--- src/rtl/seg7_scan_driver_if.sv ---
// ---------------------------------------------------------------------------
// seg7_scan_driver_if : digit data/control in, multiplexed 7-segment drive out
// Revision 1.0
// ---------------------------------------------------------------------------
`default_nettype none

interface seg7_scan_driver_if;
  logic [15:0] digits;
  logic [3:0]  dp;
  logic        mode;
  logic        blank_lz;
  logic [3:0]  digit_en;
  logic [3:0]  an;
  logic [6:0]  seg;
  logic        dp_n;
  logic        frame_done;

  modport master (
    output digits, dp, mode, blank_lz, digit_en,
    input  an, seg, dp_n, frame_done
  );

  modport slave (
    input  digits, dp, mode, blank_lz, digit_en,
    output an, seg, dp_n, frame_done
  );
endinterface

`default_nettype wire

--- src/rtl/seg7_scan_driver.sv ---
// ---------------------------------------------------------------------------
// seg7_scan_driver : 4-digit time-multiplexed 7-segment driver, tear-free frames
// Revision 1.0
// ---------------------------------------------------------------------------
`default_nettype none

module seg7_scan_driver #(
  parameter int REFRESH_DIV = 100000,
  parameter int BLANK_CYC   = 4
) (
  input  wire logic         clk,
  input  wire logic         reset,
  seg7_scan_driver_if.slave bus
);

  localparam int                 CNT_W     = (REFRESH_DIV > 2) ? $clog2(REFRESH_DIV) : 1;
  localparam logic [CNT_W-1:0]   C_CNT_MAX = CNT_W'(REFRESH_DIV - 1);
  localparam logic [CNT_W-1:0]   C_BLANK   = CNT_W'(BLANK_CYC);

  logic [CNT_W-1:0] r_cnt;
  logic [1:0]       r_idx;
  logic             r_primed;
  logic [15:0]      r_sh_digits;
  logic [3:0]       r_sh_dp;
  logic             r_sh_mode;
  logic             r_sh_blank_lz;
  logic [3:0]       r_sh_en;
  logic [3:0]       r_an;
  logic [6:0]       r_seg;
  logic             r_dp_n;
  logic             r_frame_done;

  logic             w_tick;
  logic             w_latch;
  logic [CNT_W-1:0] w_cnt_nxt;
  logic [1:0]       w_idx_nxt;
  logic [15:0]      w_digits_nxt;
  logic [3:0]       w_dp_nxt;
  logic             w_mode_nxt;
  logic             w_blank_lz_nxt;
  logic [3:0]       w_en_nxt;
  logic [3:0]       w_code;
  logic [15:0]      w_upper;
  logic             w_lz_dark;
  logic             w_lit;
  logic [3:0]       w_an_nxt;
  logic [6:0]       w_seg_nxt;
  logic             w_dp_n_nxt;

  function automatic logic [6:0] hex_glyph(input logic [3:0] code);
    case (code)
      4'h0:    hex_glyph = 7'h40;
      4'h1:    hex_glyph = 7'h79;
      4'h2:    hex_glyph = 7'h24;
      4'h3:    hex_glyph = 7'h30;
      4'h4:    hex_glyph = 7'h19;
      4'h5:    hex_glyph = 7'h12;
      4'h6:    hex_glyph = 7'h02;
      4'h7:    hex_glyph = 7'h78;
      4'h8:    hex_glyph = 7'h00;
      4'h9:    hex_glyph = 7'h10;
      4'hA:    hex_glyph = 7'h08;
      4'hB:    hex_glyph = 7'h03;
      4'hC:    hex_glyph = 7'h46;
      4'hD:    hex_glyph = 7'h21;
      4'hE:    hex_glyph = 7'h06;
      default: hex_glyph = 7'h0E;
    endcase
  endfunction

  // Until primed, the first tick only latches a frame and parks the index at 0.
  assign w_tick    = (r_cnt == C_CNT_MAX);
  assign w_latch   = w_tick && (!r_primed || (r_idx == 2'd3));
  assign w_cnt_nxt = w_tick ? '0 : r_cnt + CNT_W'(1);
  assign w_idx_nxt = w_tick ? (r_primed ? r_idx + 2'd1 : 2'd0) : r_idx;

  assign w_digits_nxt   = w_latch ? bus.digits   : r_sh_digits;
  assign w_dp_nxt       = w_latch ? bus.dp       : r_sh_dp;
  assign w_mode_nxt     = w_latch ? bus.mode     : r_sh_mode;
  assign w_blank_lz_nxt = w_latch ? bus.blank_lz : r_sh_blank_lz;
  assign w_en_nxt       = w_latch ? bus.digit_en : r_sh_en;

  // Output registers are fed from next-state values so the drive lines up
  // exactly with the slot and blank window the counters are entering.
  always_comb begin
    w_an_nxt   = 4'hF;
    w_seg_nxt  = 7'h7F;
    w_dp_n_nxt = 1'b1;
    w_code     = w_digits_nxt[{w_idx_nxt, 2'b00} +: 4];
    w_upper    = w_digits_nxt >> {w_idx_nxt, 2'b00};
    w_lz_dark  = w_blank_lz_nxt && (w_idx_nxt != 2'd0) && (w_upper == 16'h0000);
    w_lit      = (w_cnt_nxt >= C_BLANK) && w_en_nxt[w_idx_nxt] && !w_lz_dark;
    if (w_lit) begin
      w_an_nxt   = ~(4'b0001 << w_idx_nxt);
      w_seg_nxt  = (w_mode_nxt && (w_code > 4'd9)) ? 7'h3F : hex_glyph(w_code);
      w_dp_n_nxt = ~w_dp_nxt[w_idx_nxt];
    end
  end

  always_ff @(posedge clk or posedge reset) begin
    if (reset) begin
      r_cnt         <= '0;
      r_idx         <= 2'd0;
      r_primed      <= 1'b0;
      r_sh_digits   <= 16'h0000;
      r_sh_dp       <= 4'h0;
      r_sh_mode     <= 1'b0;
      r_sh_blank_lz <= 1'b0;
      r_sh_en       <= 4'h0;
      r_an          <= 4'hF;
      r_seg         <= 7'h7F;
      r_dp_n        <= 1'b1;
      r_frame_done  <= 1'b0;
    end else begin
      r_cnt         <= w_cnt_nxt;
      r_idx         <= w_idx_nxt;
      r_primed      <= r_primed | w_tick;
      r_sh_digits   <= w_digits_nxt;
      r_sh_dp       <= w_dp_nxt;
      r_sh_mode     <= w_mode_nxt;
      r_sh_blank_lz <= w_blank_lz_nxt;
      r_sh_en       <= w_en_nxt;
      r_an          <= w_an_nxt;
      r_seg         <= w_seg_nxt;
      r_dp_n        <= w_dp_n_nxt;
      r_frame_done  <= w_latch;
    end
  end

  assign bus.an         = r_an;
  assign bus.seg        = r_seg;
  assign bus.dp_n       = r_dp_n;
  assign bus.frame_done = r_frame_done;

endmodule

`default_nettype wire

--- src/flat_wrapper.sv ---
// flat-port wrapper written by rule: the top's interface ports become plain ports
module seg7_scan_driver_flat 
#(
  parameter int REFRESH_DIV = 100000,
  parameter int BLANK_CYC   = 4
)
  (clk, reset, bus_digits, bus_dp, bus_mode, bus_blank_lz, bus_digit_en, bus_an, bus_seg, bus_dp_n, bus_frame_done);
  seg7_scan_driver_if bus_i ();
  input  wire logic clk;
  input  wire logic reset;
  input wire logic [$bits(bus_i.digits)-1:0] bus_digits;
  input wire logic [$bits(bus_i.dp)-1:0] bus_dp;
  input wire logic [$bits(bus_i.mode)-1:0] bus_mode;
  input wire logic [$bits(bus_i.blank_lz)-1:0] bus_blank_lz;
  input wire logic [$bits(bus_i.digit_en)-1:0] bus_digit_en;
  output wire logic [$bits(bus_i.an)-1:0] bus_an;
  output wire logic [$bits(bus_i.seg)-1:0] bus_seg;
  output wire logic [$bits(bus_i.dp_n)-1:0] bus_dp_n;
  output wire logic [$bits(bus_i.frame_done)-1:0] bus_frame_done;
  assign bus_i.digits = bus_digits;
  assign bus_i.dp = bus_dp;
  assign bus_i.mode = bus_mode;
  assign bus_i.blank_lz = bus_blank_lz;
  assign bus_i.digit_en = bus_digit_en;
  assign bus_an = bus_i.an;
  assign bus_seg = bus_i.seg;
  assign bus_dp_n = bus_i.dp_n;
  assign bus_frame_done = bus_i.frame_done;
  seg7_scan_driver #(.REFRESH_DIV(REFRESH_DIV), .BLANK_CYC(BLANK_CYC)) u_core (.clk(clk), .reset(reset), .bus(bus_i));
endmodule
--- config.mk ---
export PLATFORM = sky130hd
export DESIGN_NAME = seg7_scan_driver_flat
export DESIGN_NICKNAME = d
export VERILOG_FILES = /design/src/rtl/seg7_scan_driver_if.sv /design/src/rtl/seg7_scan_driver.sv /design/src/flat_wrapper.sv
export SDC_FILE = /design/constraint.sdc
export NUM_CORES = 1
export LEC_CHECK = 0
export CAP_MARGIN = 20
export CELL_PAD_IN_SITES_DETAIL_PLACEMENT = 2
export CELL_PAD_IN_SITES_GLOBAL_PLACEMENT = 2
export CORE_ASPECT_RATIO = 0.9
export CORE_MARGIN = 4
export CORE_UTILIZATION = 32
export DETAILED_ROUTE_END_ITERATION = 10
export PLACE_DENSITY_LB_ADDON = 0.1
export SLEW_MARGIN = 20
export SYNTH_ARGS = -nofsm -noshare
export SYNTH_HDL_FRONTEND = slang
export SYNTH_SLANG_ARGS = --single-unit
--- constraint.sdc ---
create_clock -name clk -period 4.9 [get_ports clk]
set_clock_uncertainty 0.05 [all_clocks]
set_input_delay 0.98 -clock clk [delete_from_list [all_inputs] [get_ports clk]]
set_output_delay 0.98 -clock clk [all_outputs]
set_load 0.03 [all_outputs]
==> impl_metrics.toml, run 1 <==
[status]
status = "completed"

[timing]
setup_viol = 0
rsz0062_at_grt = "false"
period_needed_ps = 4220
tns_ps = 0
slew_headroom = 0.507
slew_viol_final = 0
finalCritPeriodShare = 0.861
tightest_slew_ps = 734
fmax_mhz = 237
fin_hold_ws_ps = 441
setup_ws_ps = 680
hold_viol_final = 0

[clock_tree]
numCtsBuffers = 9
htree_levels = 3
cts_hold_buf = 0
root_buffer = "clkbuf_16"
cts_resized = 0
cts_tree = "done"
insertion_delay_ps = 330
clock_sinks = 59
path_clk_slew_ps = 50
post_cts_buffers = 0
clk_path_buf_depth = 2

[cells_and_area]
final_area_um2 = 4230
area_growth_pct = 24.9
regArea_um2 = 1490
fin_util = 0.411
diodes = 0
drive_gt1_frac = 0.173
multi_input_area_um2 = 1780
n_fill_cell = 1116
nets = 411

[die]
die_x_um = 116
row_count = 35
core_area_um2 = 10300
ios = 41
initial_core_util = 0.329
dieArea_um2 = 12300
die_height_um = 106

[synth]
synth_area_leader_cell = "dfrtp_1"
syn_area_per_cell_um2 = 10.1
yosys_warnings = 0
yosysUniqueCellTypes = 63
netlist_instances = 335
synth_top_area_share = 0.348
synth_edf_count = 0
syn_area_um2 = 3380
synthArstFlopShare = 1.00
ys_seq_area_frac = 0.441
ys_top_cells_by_area = "dfrtp_1 35%, dfstp_2 9.3%, mux2_2 6.0%"
synthFlopType = "dfrtp_1"
synth_nets = 370
synth-seq-cells = 59

[placement]
gp_congestion = 0.763
io_buffers = 40
place_area_um2 = 3930
dpl_worst_slack_ps = 774
place_hpwl_um = 7430

[grt]
grt_pass1_vias = 3072
track_usage = 0.178
grt-ovfl-total = 0
grt_max_degree = 32
grt_pass1_wl_um = 16700
antenna_found_initial = 0

[drt]
drt_iter0_markers = 105
vias = 2772
wl_um = 10100
route.detailed.drc = 0
viasPerCell = 5.44
drtAntennaViolNets = 0
first_pass_iters = 5
wl_per_cell_um = 19.8

[min_path]
hp-class = "reg2reg"

[pwr]
power_leakage_uw = 0.00175
p_per_area_nw_per_um2 = 290
ir_drop_mv = 0.143

[critical_path]
start_kind = "flip-flop"
crit_type = "reg2reg"
arrival_ps = 4420
cp-end-kind = "flip-flop"
critPathMaxFanout = 12
crit_required_ps = 5100

[run]
cap_violations = 0
-- cell usage after synthesis (2+ instances only) --
cell type	instances
xnor2_1	6
nor2_1	28
mux2_2	18
o21ai_0	10
inv_2	2
o22ai_1	2
a211o_1	4
nand2_1	31
or3b_1	4
buf_2	2
o21ai_1	3
or3_1	6
nand4bb_1	3
o221ai_1	4
nor4_4	2
inv_1	11
o21a_1	2
nor2b_1	2
or4_1	2
clkbuf_1	13
dfstp_2	12
nand3_1	14
a21oi_1	4
nor3_1	11
xor2_1	10
ha_1	7
and2_1	3
o31ai_1	2
nor3b_1	6
nand2b_1	2
nand4_1	9
nor4_1	4
o2bb2ai_1	2
or4_4	2
dfrtp_1	47
and3_1	2
o221a_2	2
mux2i_1	14
o211ai_1	3
-- path summary, 6_finish.rpt --
path	startpoint	slack (ps)	endpoint	depth (start not counted)
min in group asynchronous	reset	1020	u_core.r_sh_mode	2
min reg2reg	u_core.r_sh_dp[1]	440	u_core.r_sh_dp[1]	2
max	u_core.r_cnt[13]	680	u_core.bus.seg[3]	8
max in group asynchronous	reset	2890	u_core.r_sh_digits[12]	3
min	u_core.r_sh_dp[1]	440	u_core.r_sh_dp[1]	2
max reg2reg	u_core.r_cnt[13]	680	u_core.bus.seg[3]	8
-- state kept, by name, indices dropped and copies added, names as in the netlist, named ones only --
name / flops
u_core.bus.an: 4
u_core.bus.dp_n: 1
u_core.bus.frame_done: 1
u_core.bus.seg: 7
u_core.r_cnt: 17
u_core.r_idx: 2
u_core.r_primed: 1
u_core.r_sh_blank_lz: 1
u_core.r_sh_digits: 14
u_core.r_sh_dp: 4
u_core.r_sh_en: 4
u_core.r_sh_mode: 1
-- kinds of logic after synthesis --
logic type | after synthesis | share of synthesized area
AO/OA/AOI/OAI | 52 | 0.117
XOR/XNOR | 16 | 0.0414
flip-flops | 59 | 0.441
adder cells (fa/ha/maj) | 7 | 0.0259
buffers and inverters | 29 | 0.0329
AND/OR/NAND/NOR | 137 | 0.226
multiplexers | 35 | 0.116
-- critical path, stage by stage (launching register included) --
cell and delay (ps):
dfrtp_1 420, or4_4 610, nor4_4 460, mux2i_2 560, inv_2 240, a311oi_2 630
or2_1 270, mux4_2 510, or3b_1 380
-- final cells by class --
class,instances,share of cell area
Clock inverter,2,0.00829
Multi-Input combinational cell,247,0.421
Inverter,13,0.0115
Timing Repair Buffer,46,0.105
Clock buffer,14,0.0624
Tap cell,129,0.0382
Sequential cell,59,0.353
-- layout by cell type (no fill, tap or decap), drive strengths merged, types with 2 or more instances in the layout --
master	n
clkbuf	14
buf	6
nor3b	6
nor2	29
a21oi	5
nor2b	2
mux2i	15
o221ai	4
a211o	4
o211ai	3
clkdlybuf4s50	40
nand3	14
nor4	6
xor2	10
o22ai	2
nand2	32
nand4bb	3
o31ai	2
or3b	4
nand4	9
or3	6
o2bb2ai	2
ha	7
nor3	11
mux2	19
and2	3
or4	4
xnor2	6
dfrtp	47
o21a	2
o21ai	13
and3	2
inv	13
nand2b	2
o221a	2
dfstp	12
-- where the power goes --
group	internal, uW	switching [uW]	leakage, uW
logic	41.3	41.4	0.000920
clock network	421	217	0.000147
registers	500	4.69	0.000682
total	962	263	0.00175
-- routing by layer --
layer | up-vias | routed length, um | GRT usage
met5 | - | 0 | 0
met4 | 0 | 127 | 0.0497
met3 | 9 | 224 | 0.0396
met2 | 42 | 4890 | 0.281
met1 | 1417 | 4850 | 0.245
li1 | 1304 | - | -
-- per-stage QoR --
step,power (uW),instances
2_1_floorplan,551,335
3_3_place_gp,595,494
3_5_place_dp,597,494
4_1_cts,1250,510
5_1_grt,1280,510
6_report,1230,510
Note: power is estimated with default switching activity, not from simulation.
==> run 2, diff against run 1 <==
--- a/config.mk
+++ b/config.mk
@@ -9,9 +9,10 @@
 export CELL_PAD_IN_SITES_DETAIL_PLACEMENT = 2
 export CELL_PAD_IN_SITES_GLOBAL_PLACEMENT = 2
 export CORE_ASPECT_RATIO = 0.9
-export CORE_MARGIN = 4
+export CORE_MARGIN = 1.5
 export CORE_UTILIZATION = 32
 export DETAILED_ROUTE_END_ITERATION = 10
+export DONT_BUFFER_PORTS = 1
 export PLACE_DENSITY_LB_ADDON = 0.1
 export SLEW_MARGIN = 20
 export SYNTH_ARGS = -nofsm -noshare
==> run 2 against run 1 <==
Effect of this change:
- worst setup slack gained 120 ps
- global-route usage grew 0.85 points
- sequential share of layout area grew 3.4 points
- utilization shrank 3.5 points
- first-iteration DRC count shrank 37%
- combinational power shrank 46%
- clock-buffer cell count shrank 3
- critical endpoint is now u_core.bus.seg[2]
- largest cell class unchanged
==> impl_metrics.toml, run 2 (synthesized netlist as in run 1, its figures left out) <==
[status]
status = "completed"

[placement]
gp_congestion = 0.788
io_buffers = 0
dpl.cell_count = 454
place_hpwl_um = 7050

[drt]
drtAntennaViolNets = 0
vias = 2594
viasPerCell = 5.52
first_pass_iters = 4
route.detailed.drc = 0
wl_per_cell_um = 20.9
wl_um = 9810
drt_iter0_markers = 66

[cells_and_area]
drive_gt1_frac = 0.202
largest_reg_flops = 17
area_growth_pct = 13.9
diodes = 0
top_register = "u_core.r_cnt"
layout_common_cells = "47 x dfrtp_1, 31 x nand2_1, 28 x nor2_1"
n_fill_cell = 1121
layout_commonest_cell = "dfrtp_1"
nets = 371
instances_no_fill = 470

[timing]
period_needed_ps = 4100
setup_viol = 0
tightest_slew_ps = 798
hold_viol_final = 0
fmax_mhz = 244
tns_ps = 0
finalCritPeriodShare = 0.837
slew_viol_final = 0
rsz0062_at_grt = "false"
slew_headroom = 0.464

[clock_tree]
root_buffer = "clkbuf_16"
post_cts_buffers = 0
clk_path_buf_depth = 2
insertion_delay_ps = 330
htree_levels = 3
cts_resized = 0
cts_hold_buf = 0
cts_tree = "done"
numCtsBuffers = 9
path_clk_slew_ps = 50
clock_sinks = 59

[die]
initial_core_util = 0.330
die_x_um = 111
ios = 41
core_area_um2 = 10200
dieArea_um2 = 11200
row_count = 35
die_height_um = 101

[pwr]
p_per_area_nw_per_um2 = 325
power_leakage_uw = 0.00161
ir_drop_mv = 0.235

[critical_path]
slowest_stage = "or4_4"
slowest_delay_ps = 610
cp-end-kind = "flip-flop"
crit_chain = "or4_4, nor4_4, nor2_1, a21oi_2, inv_2, a211o_1, o221a_2, inv_1, ha_1, nor2_1, or3_1, nand2_1, or3b_1"
crit_start = "u_core.r_cnt[13]"
worstReg2RegStart = "u_core.r_cnt[13]"
start_kind = "flip-flop"
critPathMaxFanout = 8
crit_type = "reg2reg"
cp_common_cell = "nor2_1"
arrival_ps = 4300
crit_required_ps = 5100

[grt]
grt_pass1_wl_um = 15800
grt_pass1_vias = 2779
grt-ovfl-total = 0
grt_max_degree = 60
antenna_found_initial = 0
track_usage = 0.187

[min_path]
min_from = "u_core.r_sh_dp[1]"
hp-class = "reg2reg"

[run]
cap_violations = 0
==> run 2: changes by cell type in the layout (fill, tap and decap cells not counted), sizes merged <==
| cell | delta |
|---|---|
| clkbuf | -3 |
| bufinv | +1 |
| clkinv | +2 |
| clkdlybuf4s50 | -40 |
==> run 2: power breakdown <==
part / leakage, uW / total (uW) / switching [uW] / internal (uW)
Combinational: 0.000760 / 44.9 / 27.0 / 18.0
Sequential: 0.000682 / 512 / 11.5 / 501
Clock: 0.000165 / 696 / 226 / 470
Total: 0.00161 / 1250 / 265 / 988
==> run 2: per-layer routing <==
| metal | GRT usage | up-vias | part of all wire | wire, um |
|---|---|---|---|---|
| li1 | - | 1224 | - | - |
| met1 | 0.244 | 1315 | 0.46 | 4560 |
| met2 | 0.303 | 44 | 0.49 | 4780 |
| met3 | 0.0421 | 11 | 0.032 | 314 |
| met4 | 0.0740 | 0 | 0.016 | 157 |
| met5 | 0 | - | 0 | 0 |
==> run 2: critical path: cells and delay by family, from the launching register on <==
kind / cells / cell delay, ps
and+or+nand+nor: 7 / 1990
AOI/OAI and AO/OA: 3 / 890
DFF: 1 / 440
buffers and inverters: 2 / 350
adders and majority gates: 1 / 290
==> run 2: final timing paths <==
path,slack (ps),endpoint,cells after the start
worst max-delay path,800,u_core.bus.seg[2],13
worst min-delay path,410,u_core.r_sh_dp[1],2
worst max register to register,800,u_core.bus.seg[2],13
worst min register to register,410,u_core.r_sh_dp[1],2
max in group asynchronous,3570,u_core.r_cnt[8],2
min in group asynchronous,710,u_core.r_cnt[12],2
==> run 2: layout make-up <==
| class | count | area, um2 | share of cell area |
|---|---|---|---|
| Multi-Input combinational cell | 247 | 1780 | 0.462 |
| Sequential cell | 59 | 1490 | 0.387 |
| Clock buffer | 11 | 253 | 0.0655 |
| Tap cell | 129 | 161 | 0.0419 |
| Clock inverter | 5 | 75.1 | 0.0195 |
| Inverter | 13 | 48.8 | 0.0127 |
| Timing Repair Buffer | 6 | 45.0 | 0.0117 |
==> run 2: per-stage QoR <==
step | setup WS, ps | total power [uW] | hold WS, ps | util | cell area [um2]
final | 797 | 1250 | 413 | 0.376 | 3860
after global placement | 906 | 565 | 395 | 0.344 | 3530
after detailed placement | 772 | 566 | 413 | 0.344 | 3530
after global routing | 463 | 1300 | 452 | 0.376 | 3860
after floorplan | 1120 | 551 | 383 | - | 3380
after CTS | 747 | 1280 | 425 | 0.376 | 3860
